## src/rtl/sram_bus_slave.sv

```systemverilog
// Bus-to-async-SRAM bridge: turns single-word bus requests into timed SRAM accesses.
// All SRAM-facing signals are flop outputs, so the strobes cannot glitch.
module sram_bus_slave #(
    parameter int SRAM_AW = 16,
    parameter int WAIT_RD = 1,
    parameter int WAIT_WR = 1
) (
    input  logic               i_clk,
    input  logic               i_reset_n,
    input  logic [15:0]        i_addr,
    input  logic [15:0]        i_dat,
    output logic [15:0]        o_dat,
    input  logic               i_cs,
    input  logic               i_we,
    output logic               o_ack,
    output logic               o_busy,
    output logic [SRAM_AW-1:0] o_sram_addr,
    output logic [15:0]        o_sram_dq_out,
    output logic               o_sram_dq_oe,
    input  logic [15:0]        i_sram_dq_in,
    output logic               o_sram_ce_n,
    output logic               o_sram_oe_n,
    output logic               o_sram_we_n
);

    typedef enum logic [2:0] {
        S_IDLE,
        S_RD,
        S_WSETUP,
        S_WPULSE,
        S_WHOLD,
        S_ACK
    } state_t;

    localparam logic [3:0] WAIT_RD_C = 4'(WAIT_RD);
    localparam logic [3:0] WAIT_WR_C = 4'(WAIT_WR);

    state_t               state_q, state_d;
    logic [3:0]           cnt_q, cnt_d;
    logic [15:0]          dat_q, dat_d;
    logic [SRAM_AW-1:0]   addr_q, addr_d;
    logic [15:0]          dq_out_q, dq_out_d;
    logic                 dq_oe_q, dq_oe_d;
    logic                 ce_n_q, ce_n_d;
    logic                 oe_n_q, oe_n_d;
    logic                 we_n_q, we_n_d;
    logic                 ack_q, ack_d;
    logic                 busy_q, busy_d;

    always_comb begin
        state_d  = state_q;
        cnt_d    = cnt_q;
        dat_d    = dat_q;
        addr_d   = addr_q;
        dq_out_d = dq_out_q;

        case (state_q)
            S_IDLE: begin
                if (i_cs) begin
                    addr_d   = i_addr[SRAM_AW-1:0];
                    dq_out_d = i_dat;
                    if (i_we) begin
                        state_d = S_WSETUP;
                    end else begin
                        state_d = S_RD;
                        cnt_d   = WAIT_RD_C;
                    end
                end
            end
            S_RD: begin
                if (cnt_q == 4'd0) begin
                    dat_d   = i_sram_dq_in;
                    state_d = S_ACK;
                end else begin
                    cnt_d = cnt_q - 4'd1;
                end
            end
            S_WSETUP: begin
                state_d = S_WPULSE;
                cnt_d   = WAIT_WR_C;
            end
            S_WPULSE: begin
                if (cnt_q == 4'd0) begin
                    state_d = S_WHOLD;
                end else begin
                    cnt_d = cnt_q - 4'd1;
                end
            end
            S_WHOLD: state_d = S_ACK;
            S_ACK:   state_d = S_IDLE;
            default: state_d = S_IDLE;
        endcase

        // Strobes are registered copies of what the next state requires.
        ce_n_d  = !(state_d == S_RD || state_d == S_WSETUP ||
                    state_d == S_WPULSE || state_d == S_WHOLD);
        oe_n_d  = (state_d != S_RD);
        we_n_d  = (state_d != S_WPULSE);
        dq_oe_d = (state_d == S_WSETUP || state_d == S_WPULSE || state_d == S_WHOLD);
        ack_d   = (state_d == S_ACK);
        busy_d  = (state_d != S_IDLE);
    end

    always_ff @(posedge i_clk or negedge i_reset_n) begin
        if (!i_reset_n) begin
            state_q  <= S_IDLE;
            cnt_q    <= 4'd0;
            dat_q    <= 16'd0;
            addr_q   <= '0;
            dq_out_q <= 16'd0;
            dq_oe_q  <= 1'b0;
            ce_n_q   <= 1'b1;
            oe_n_q   <= 1'b1;
            we_n_q   <= 1'b1;
            ack_q    <= 1'b0;
            busy_q   <= 1'b0;
        end else begin
            state_q  <= state_d;
            cnt_q    <= cnt_d;
            dat_q    <= dat_d;
            addr_q   <= addr_d;
            dq_out_q <= dq_out_d;
            dq_oe_q  <= dq_oe_d;
            ce_n_q   <= ce_n_d;
            oe_n_q   <= oe_n_d;
            we_n_q   <= we_n_d;
            ack_q    <= ack_d;
            busy_q   <= busy_d;
        end
    end

    assign o_dat         = dat_q;
    assign o_ack         = ack_q;
    assign o_busy        = busy_q;
    assign o_sram_addr   = addr_q;
    assign o_sram_dq_out = dq_out_q;
    assign o_sram_dq_oe  = dq_oe_q;
    assign o_sram_ce_n   = ce_n_q;
    assign o_sram_oe_n   = oe_n_q;
    assign o_sram_we_n   = we_n_q;

endmodule

```

## config.mk

```make
export PLATFORM = sky130hd
export DESIGN_NAME = sram_bus_slave
export DESIGN_NICKNAME = d
export VERILOG_FILES = /design/src/rtl/sram_bus_slave.sv
export SDC_FILE = /design/constraint.sdc
export NUM_CORES = 1
export LEC_CHECK = 0
export ABC_AREA = 1
export BUFFER_PORTS_ARGS = -buffer_cell sky130_fd_sc_hd__buf_2
export CAP_MARGIN = 25
export CELL_PAD_IN_SITES_DETAIL_PLACEMENT = 1
export CELL_PAD_IN_SITES_GLOBAL_PLACEMENT = 1
export CORE_MARGIN = 10
export CORE_UTILIZATION = 37
export DETAILED_ROUTE_END_ITERATION = 10
export GPL_TIMING_DRIVEN = 0
export PLACE_DENSITY_LB_ADDON = 0.12
export SETUP_SLACK_MARGIN = 0.5
export SLEW_MARGIN = 0
export SYNTH_ARGS = -nofsm -noshare
export SYNTH_HDL_FRONTEND = slang
export SYNTH_SLANG_ARGS = --single-unit
```

## constraint.sdc

```tcl
create_clock -name i_clk -period 3.12 [get_ports i_clk]
set_input_delay 0.312 -clock i_clk [delete_from_list [all_inputs] [get_ports i_clk]]
set_output_delay 0.312 -clock i_clk [all_outputs]
set_load 0.005 [all_outputs]
```

==> results.yml, run 1 <==
floorplanning:
  core_area_sq_um: 6760
  die_h_um: 103
  row_count: 30
  chipWidth_um: 103
  ios: 106
  start_util_pct: 37.7
  die_area_sq_um: 10600
global_routing:
  met3_usage_pct: 4.22
  use_met1_pct: 17.8
  antenna_found_initial: 0
  grt_use_met2_pct: 22.9
  grt_max_degree: 62
  busiest_layer: "met2"
  grt_overflow: 0
  grt_pass1_vias: 2422
  grt_pass1_wl_mm: 12.0
  groute.usage.overall_pct: 14.4
route:
  drt_first_iter_violations: 40
  routed_via_density: 4.75
  routed_wl_mm: 7.37
  drc_errors: 0
  dr.pass1.iters: 4
  num_vias: 2289
  ant_nets: 0
  post_drt_wl_per_cell_um: 15.3
power:
  p_per_area_nw_per_um2: 1060
  peakVddDrop_uv: 408
  p_leak_nw: 1.96
synth:
  synth_edf_count: 0
  synth_area_leader_cell: "dfrtp_1"
  netlist_instances: 282
  synth.net_count: 335
  ys_top_cells_by_area: "dfrtp_1, nand2_1, nand3_1"
  async_flop_share_pct: 100
  synthMostInstantiatedCell: "nand2_1"
  syn_area_per_cell_sq_um: 9.02
  ys_seq_elements: 61
  synth_common_cells: "nand2_1, dfrtp_1, nand3_1"
  ys_types: 19
  yosysTopAreaCellShare_pct: 57.0
  yosysWarnings: 0
  ys_seq_area_share_pct: 60.1
  synth_top_flop_cell: "dfrtp_1"
  synth_area_sq_um: 2540
clocking:
  clock_latency_ns: 0.34
  cts_sinks: 61
  numCtsBuffers: 9
  ctsHoldBuffers: 0
  cts_tree: "built"
  clk_pin_slew_ns: 0.08
  postCtsSetupRepairBufs: 0
  root_buffer: "clkbuf_8"
  cts_htree_levels: 3
  cts_resized: 0
  cts.path.max_buffers: 2
sta:
  hold_viol_final: 0
  drv_slew: 0
  setup_slack_ns: 1.60
  maxSlewHeadroom_pct: 48.7
  setup_tns_ns: 0
  rsz0062_at_grt: "false"
  worst_slew_pin_slew_ns: 0.769
  setup_viol: 0
  timing.fmax_ghz: 0.657
  skew_ns: 0.00876
  min_period_ns: 1.52
  fin_crit_sh_pct: 48.8
placed_design:
  place.port_buffers: 104
  gp_congestion: 0.794
  dp_hpwl_mm: 5.49
  pre_cts_ws_ns: 1.60
flow_run:
  drv_cap: 0
cells_and_area:
  diodes: 0
  fin_nets: 450
  nFillCells: 853
  syn2layout_area_growth_pct: 34.2
  drive_gt1_share_pct: 35.8
worst_setup_path:
  crit_top_cell: "nand2_1"
  path_max_fanout: 10
  crit_path_max_incr_delay_ns: 0.36
  path_cells: "inv_1, ha_1, nand2_1, nor2_4, buf_2, nand3_1, nand2_1"
  slowest_stage: "dfrtp_1"
  critical_path_class: "reg2reg"
  arrival_ns: 1.80
  start_kind: "flop"
  cp.required_ns: 3.40
  end_kind: "flop"
run_status:
  outcome: "completed"
min_path:
  hp-class: "in2async"
cell families after synthesis:
kind of cell | Yosys count | share of synthesized area [%]
buffers and inverters | 25 | 5.26
adders and majority gates | 1 | 0.492
and+or+nand+nor | 186 | 32.4
AOI/OAI and AO/OA | 9 | 1.77
DFF | 61 | 60.1
stage by stage:
stage               utilization (%)  instances  hold WS (ns)  area (sq um)  total power [W]
finish                         50.6        482        0.0421          3420          0.00363
floorplan                         -        282        0.0164          2540          0.00218
global route                   50.6        482         0.100          3420          0.00396
detailed placement             46.9        466         0.448          3170          0.00282
global placement               46.9        466         0.448          3170          0.00276
CTS                            50.6        482        0.0765          3420          0.00371
where the power goes:
part	internal [W]	switching [W]	total, W
sequential	0.00117	0.000199	0.00137
combinational	0.000564	0.000823	0.00139
clock	0.000535	0.000340	0.000875
total	0.00227	0.00136	0.00363
area by class of cell:
| cell class | count | area, sq um | share of cell area, % |
|---|---|---|---|
| well taps | 80 | 100 | 2.93 |
| flip-flops and latches | 61 | 1530 | 44.8 |
| multi-input cells | 196 | 881 | 25.8 |
| repair buffers | 104 | 523 | 15.3 |
| clock buffers | 9 | 124 | 3.63 |
| inverters | 12 | 45.0 | 1.32 |
| plain buffers | 13 | 88.8 | 2.60 |
| clock inverters | 7 | 124 | 3.63 |
registers in the layout (all words and copies together), names as in the netlist:
name           flops
o_sram_addr       16
o_sram_oe_n        1
o_busy             1
o_dat             16
o_sram_dq_oe       1
o_sram_we_n        1
o_sram_dq_out     16
state_q            3
o_ack              1
cnt_q              4
o_sram_ce_n        1
routing by layer:
| metal | routed length [um] | share of wire (%) | vias to the layer above |
|---|---|---|---|
| met3 | 510 | 6.9 | 8 |
| met5 | 0 | 0 | - |
| met2 | 3640 | 49 | 56 |
| met1 | 3130 | 42 | 1097 |
| met4 | 97 | 1.3 | 0 |
| li1 | - | - | 1128 |
worst paths after layout:
path	start	endpoint	slack, ns	depth (start not counted)
max	cnt_q[0]	o_dat[12]	1.60	7
min	i_reset_n	o_dat[0]	0.04	1
max reg2reg	cnt_q[0]	o_dat[12]	1.60	7
min reg2reg	o_sram_addr[13]	o_sram_addr[13]	0.46	2
max in group asynchronous	i_reset_n	o_sram_addr[6]	2.56	1
min in group i_clk	i_sram_dq_in[14]	o_dat[14]	0.20	3
placed cells by master, fill, tap and decap left out, types with 3 or more instances in the layout:
cell type	instances
clkinv_4	3
nand3_1	51
buf_2	108
nor2_1	10
buf_1	3
bufinv_16	3
nand2_1	116
clkbuf_8	9
dfstp_2	3
dfrtp_1	58
buf_6	4
inv_2	4
nor2_4	3
inv_1	8
o21ai_0	7
worst max-delay path, delay by kind of cell (launching register included):
kind / cells / cell delay, ns
buf+inv: 2 / 0.39
flops: 1 / 0.36
fa+ha+maj: 1 / 0.19
simple gates: 4 / 0.52
Power figures use the tool's default switching activity.
==> run 2: changes to the inputs <==
- ABC_AREA: 1 -> 0
- CORE_UTILIZATION: 37 -> 33
- clock period: 3.12 -> 1.3 ns (I/O delays scaled with it)
==> results.yml, run 2 <==
flow_run:
  drv_cap: 0
synth:
  yosysWarnings: 0
  async_flop_share_pct: 100
  muxShareOfSynthArea_pct: 24.6
  netlist_instances: 164
  synth_edf_count: 0
  ys_seq_area_share_pct: 61.8
  ys_top_cells_by_area: "dfrtp_1, mux2_2, mux2_4"
  synth_area_leader_cell: "dfrtp_1"
  yosysTopAreaCellShare_pct: 58.6
  ys_types: 34
  synthMostInstantiatedCell: "dfrtp_1"
  synth-simple-area-share_pct: 5.41
  synth_top_family_by_area: "multiplexers"
  syn_area_per_cell_sq_um: 15.1
  synth_area_sq_um: 2480
  ys_seq_elements: 61
  synth_compound_area_share_pct: 4.75
  synth.net_count: 217
  synth_top_flop_cell: "dfrtp_1"
  yosys.area_share.adder_pct: 0.505
  synth_common_cells: "dfrtp_1, mux2_2, mux2_4"
  synth-xor-area-share_pct: 0
sta:
  rsz0062_at_grt: "true"
  min_period_ns: 1.57
  setup_viol: 57
  skew_ns: 0.00720
  maxSlewHeadroom_pct: 48.7
  hold_ws_ns: -0.136
  hold_viol_final: 58
  fin_crit_sh_pct: 121
  timing.fmax_ghz: 0.638
  worst_slew_pin_slew_ns: 0.769
  setup_slack_ns: -0.268
  drv_slew: 0
clocking:
  root_buffer: "clkbuf_8"
  numCtsBuffers: 9
  cts.path.max_buffers: 2
  cts_tree: "built"
  clock_latency_ns: 0.33
  cts_sinks: 61
  ctsHoldBuffers: 7
  cts_htree_levels: 3
  clk_pin_slew_ns: 0.07
global_routing:
  grt_pass1_vias: 2168
  grt_overflow: 0
  grt_pass1_wl_mm: 11.6
  groute.usage.overall_pct: 12.8
  antenna_found_initial: 0
  grt_max_degree: 62
worst_setup_path:
  cp-startpoint: "cnt_q[1]"
  start_kind: "flop"
  r2r_start: "cnt_q[1]"
  arrival_ns: 1.79
  reg2reg_depth: 6
  critical_path_class: "reg2reg"
  cp.required_ns: 1.52
  path_max_fanout: 10
  end_kind: "flop"
power:
  p_per_area_nw_per_um2: 2550
  p_leak_nw: 2.14
  p_total_w: 0.0108
  peakVddDrop_uv: 878
route:
  dr.pass1.iters: 4
  ant_nets: 0
  top_layer_used: "met4"
  routed_wl_mm: 7.57
  wl_met3_um: 387
  route.met2.wl_mm: 4.08
  wl_met1_mm: 3.02
  drt_first_iter_violations: 49
  num_vias: 2024
  routed_via_density: 4.56
  drc_errors: 0
  post_drt_wl_per_cell_um: 17.0
run_status:
  violations: "negative hold slack, negative setup slack"
  outcome: "finished with violations"
cells_and_area:
  diodes: 0
  fin_nets: 393
  seqCellArea_sq_um: 1530
  final_area_sq_um: 4210
  final_common_cell: "buf_2"
  syn2layout_area_growth_pct: 70.2
  multi_input_area_sq_um: 1080
  drive_gt1_share_pct: 72.5
  final_cell_mix: "buf_2, dfrtp_1, buf_4"
  nFillCells: 780
placed_design:
  place.port_buffers: 105
  dpl_cell_area_sq_um: 3320
  dp_hpwl_mm: 4.79
  gp_congestion: 0.718
floorplanning:
  row_count: 31
  die_h_um: 107
  ios: 106
  die_area_sq_um: 11400
  start_util_pct: 34.0
  chipWidth_um: 107
  core_area_sq_um: 7290
min_path:
  hp-class: "in2async"
==> run 2: cell types whose count changed in the layout (fill, tap and decap cells not counted), moves of 4 or more <==
| cell | previous run | this run |
|---|---|---|
| nand2_1 | 116 | 3 |
| nand3_1 | 51 | 0 |
| buf_4 | 2 | 46 |
| mux2_4 | 0 | 42 |
| buf_2 | 108 | 101 |
| dlygate4sd3_1 | 0 | 7 |
| nor2_1 | 10 | 3 |
| o21ai_0 | 7 | 0 |
| mux2_2 | 0 | 6 |
| buf_12 | 0 | 5 |
| buf_6 | 4 | 9 |
| inv_1 | 8 | 4 |
| inv_2 | 4 | 0 |
==> run 2: where the power goes <==
part,switching (W),total (W),internal [W]
Sequential,0.000507,0.00339,0.00288
Clock,0.000735,0.00191,0.00118
Combinational,0.00193,0.00545,0.00352
==> run 2: worst max-delay path, stage by stage (launching register included) <==
cell and delay [ns]:
dfrtp_1 0.38, inv_1 0.06, ha_2 0.17, nor3b_4 0.25, nand3_4 0.12, buf_12 0.17, mux2_4 0.30
==> run 2: layer usage <==
| layer | GRT usage, % | up-vias |
|---|---|---|
| met5 | 0 | - |
| met4 | 4.64 | 0 |
| met3 | 4.43 | 8 |
| met2 | 21.7 | 51 |
| met1 | 14.7 | 1028 |
| li1 | - | 937 |
==> run 2: metrics by stage <==
step | TNS (ns) | setup slack, ns | cells | utilization (%)
2_1_floorplan | -11.80 | -0.441 | 164 | -
3_3_place_gp | -27.60 | -0.672 | 368 | 45.5
3_5_place_dp | -20.12 | -0.693 | 368 | 45.6
4_1_cts | -12.91 | -0.269 | 421 | 53.9
5_1_grt | -15.74 | -0.356 | 444 | 57.8
6_report | -11.68 | -0.268 | 444 | 57.8
==> run 2: kinds of logic after synthesis <==
kind of cell               count (synthesis)
and+or+nand+nor                           21
DFF                                       61
AOI/OAI and AO/OA                         17
muxes                                     51
buffers and inverters                     13
adders and majority gates                  1
==> run 2: timing repair <==
item | 4_1_cts | 5_1_grt
cloned | 0 | 3
pin swaps | 12 | 5
resized for setup | 19 | 13
endpoints found under the hold margin | 65 | 58
buffers inserted | 30 | 20
setup endpoints to repair | 115 | 115
==> run 2: path summary, 6_finish.rpt <==
path | slack [ns] | to
min reg2reg | 0.50 | o_dat[2]
max reg2reg | -0.27 | o_dat[7]
min in group i_clk | 0.02 | o_sram_dq_out[3]
max in group asynchronous | 0.87 | state_q[2]
max | -0.27 | o_dat[7]
min | -0.14 | o_sram_dq_out[7]
==> run 2: final cells by class <==
cell class | count | area share, %
clock inverters | 4 | 1.66
multi-input cells | 90 | 25.7
repair buffers | 165 | 25.9
inverters | 5 | 0.564
plain buffers | 8 | 3.27
flip-flops and latches | 61 | 36.3
well taps | 99 | 2.94
clock buffers | 12 | 3.68
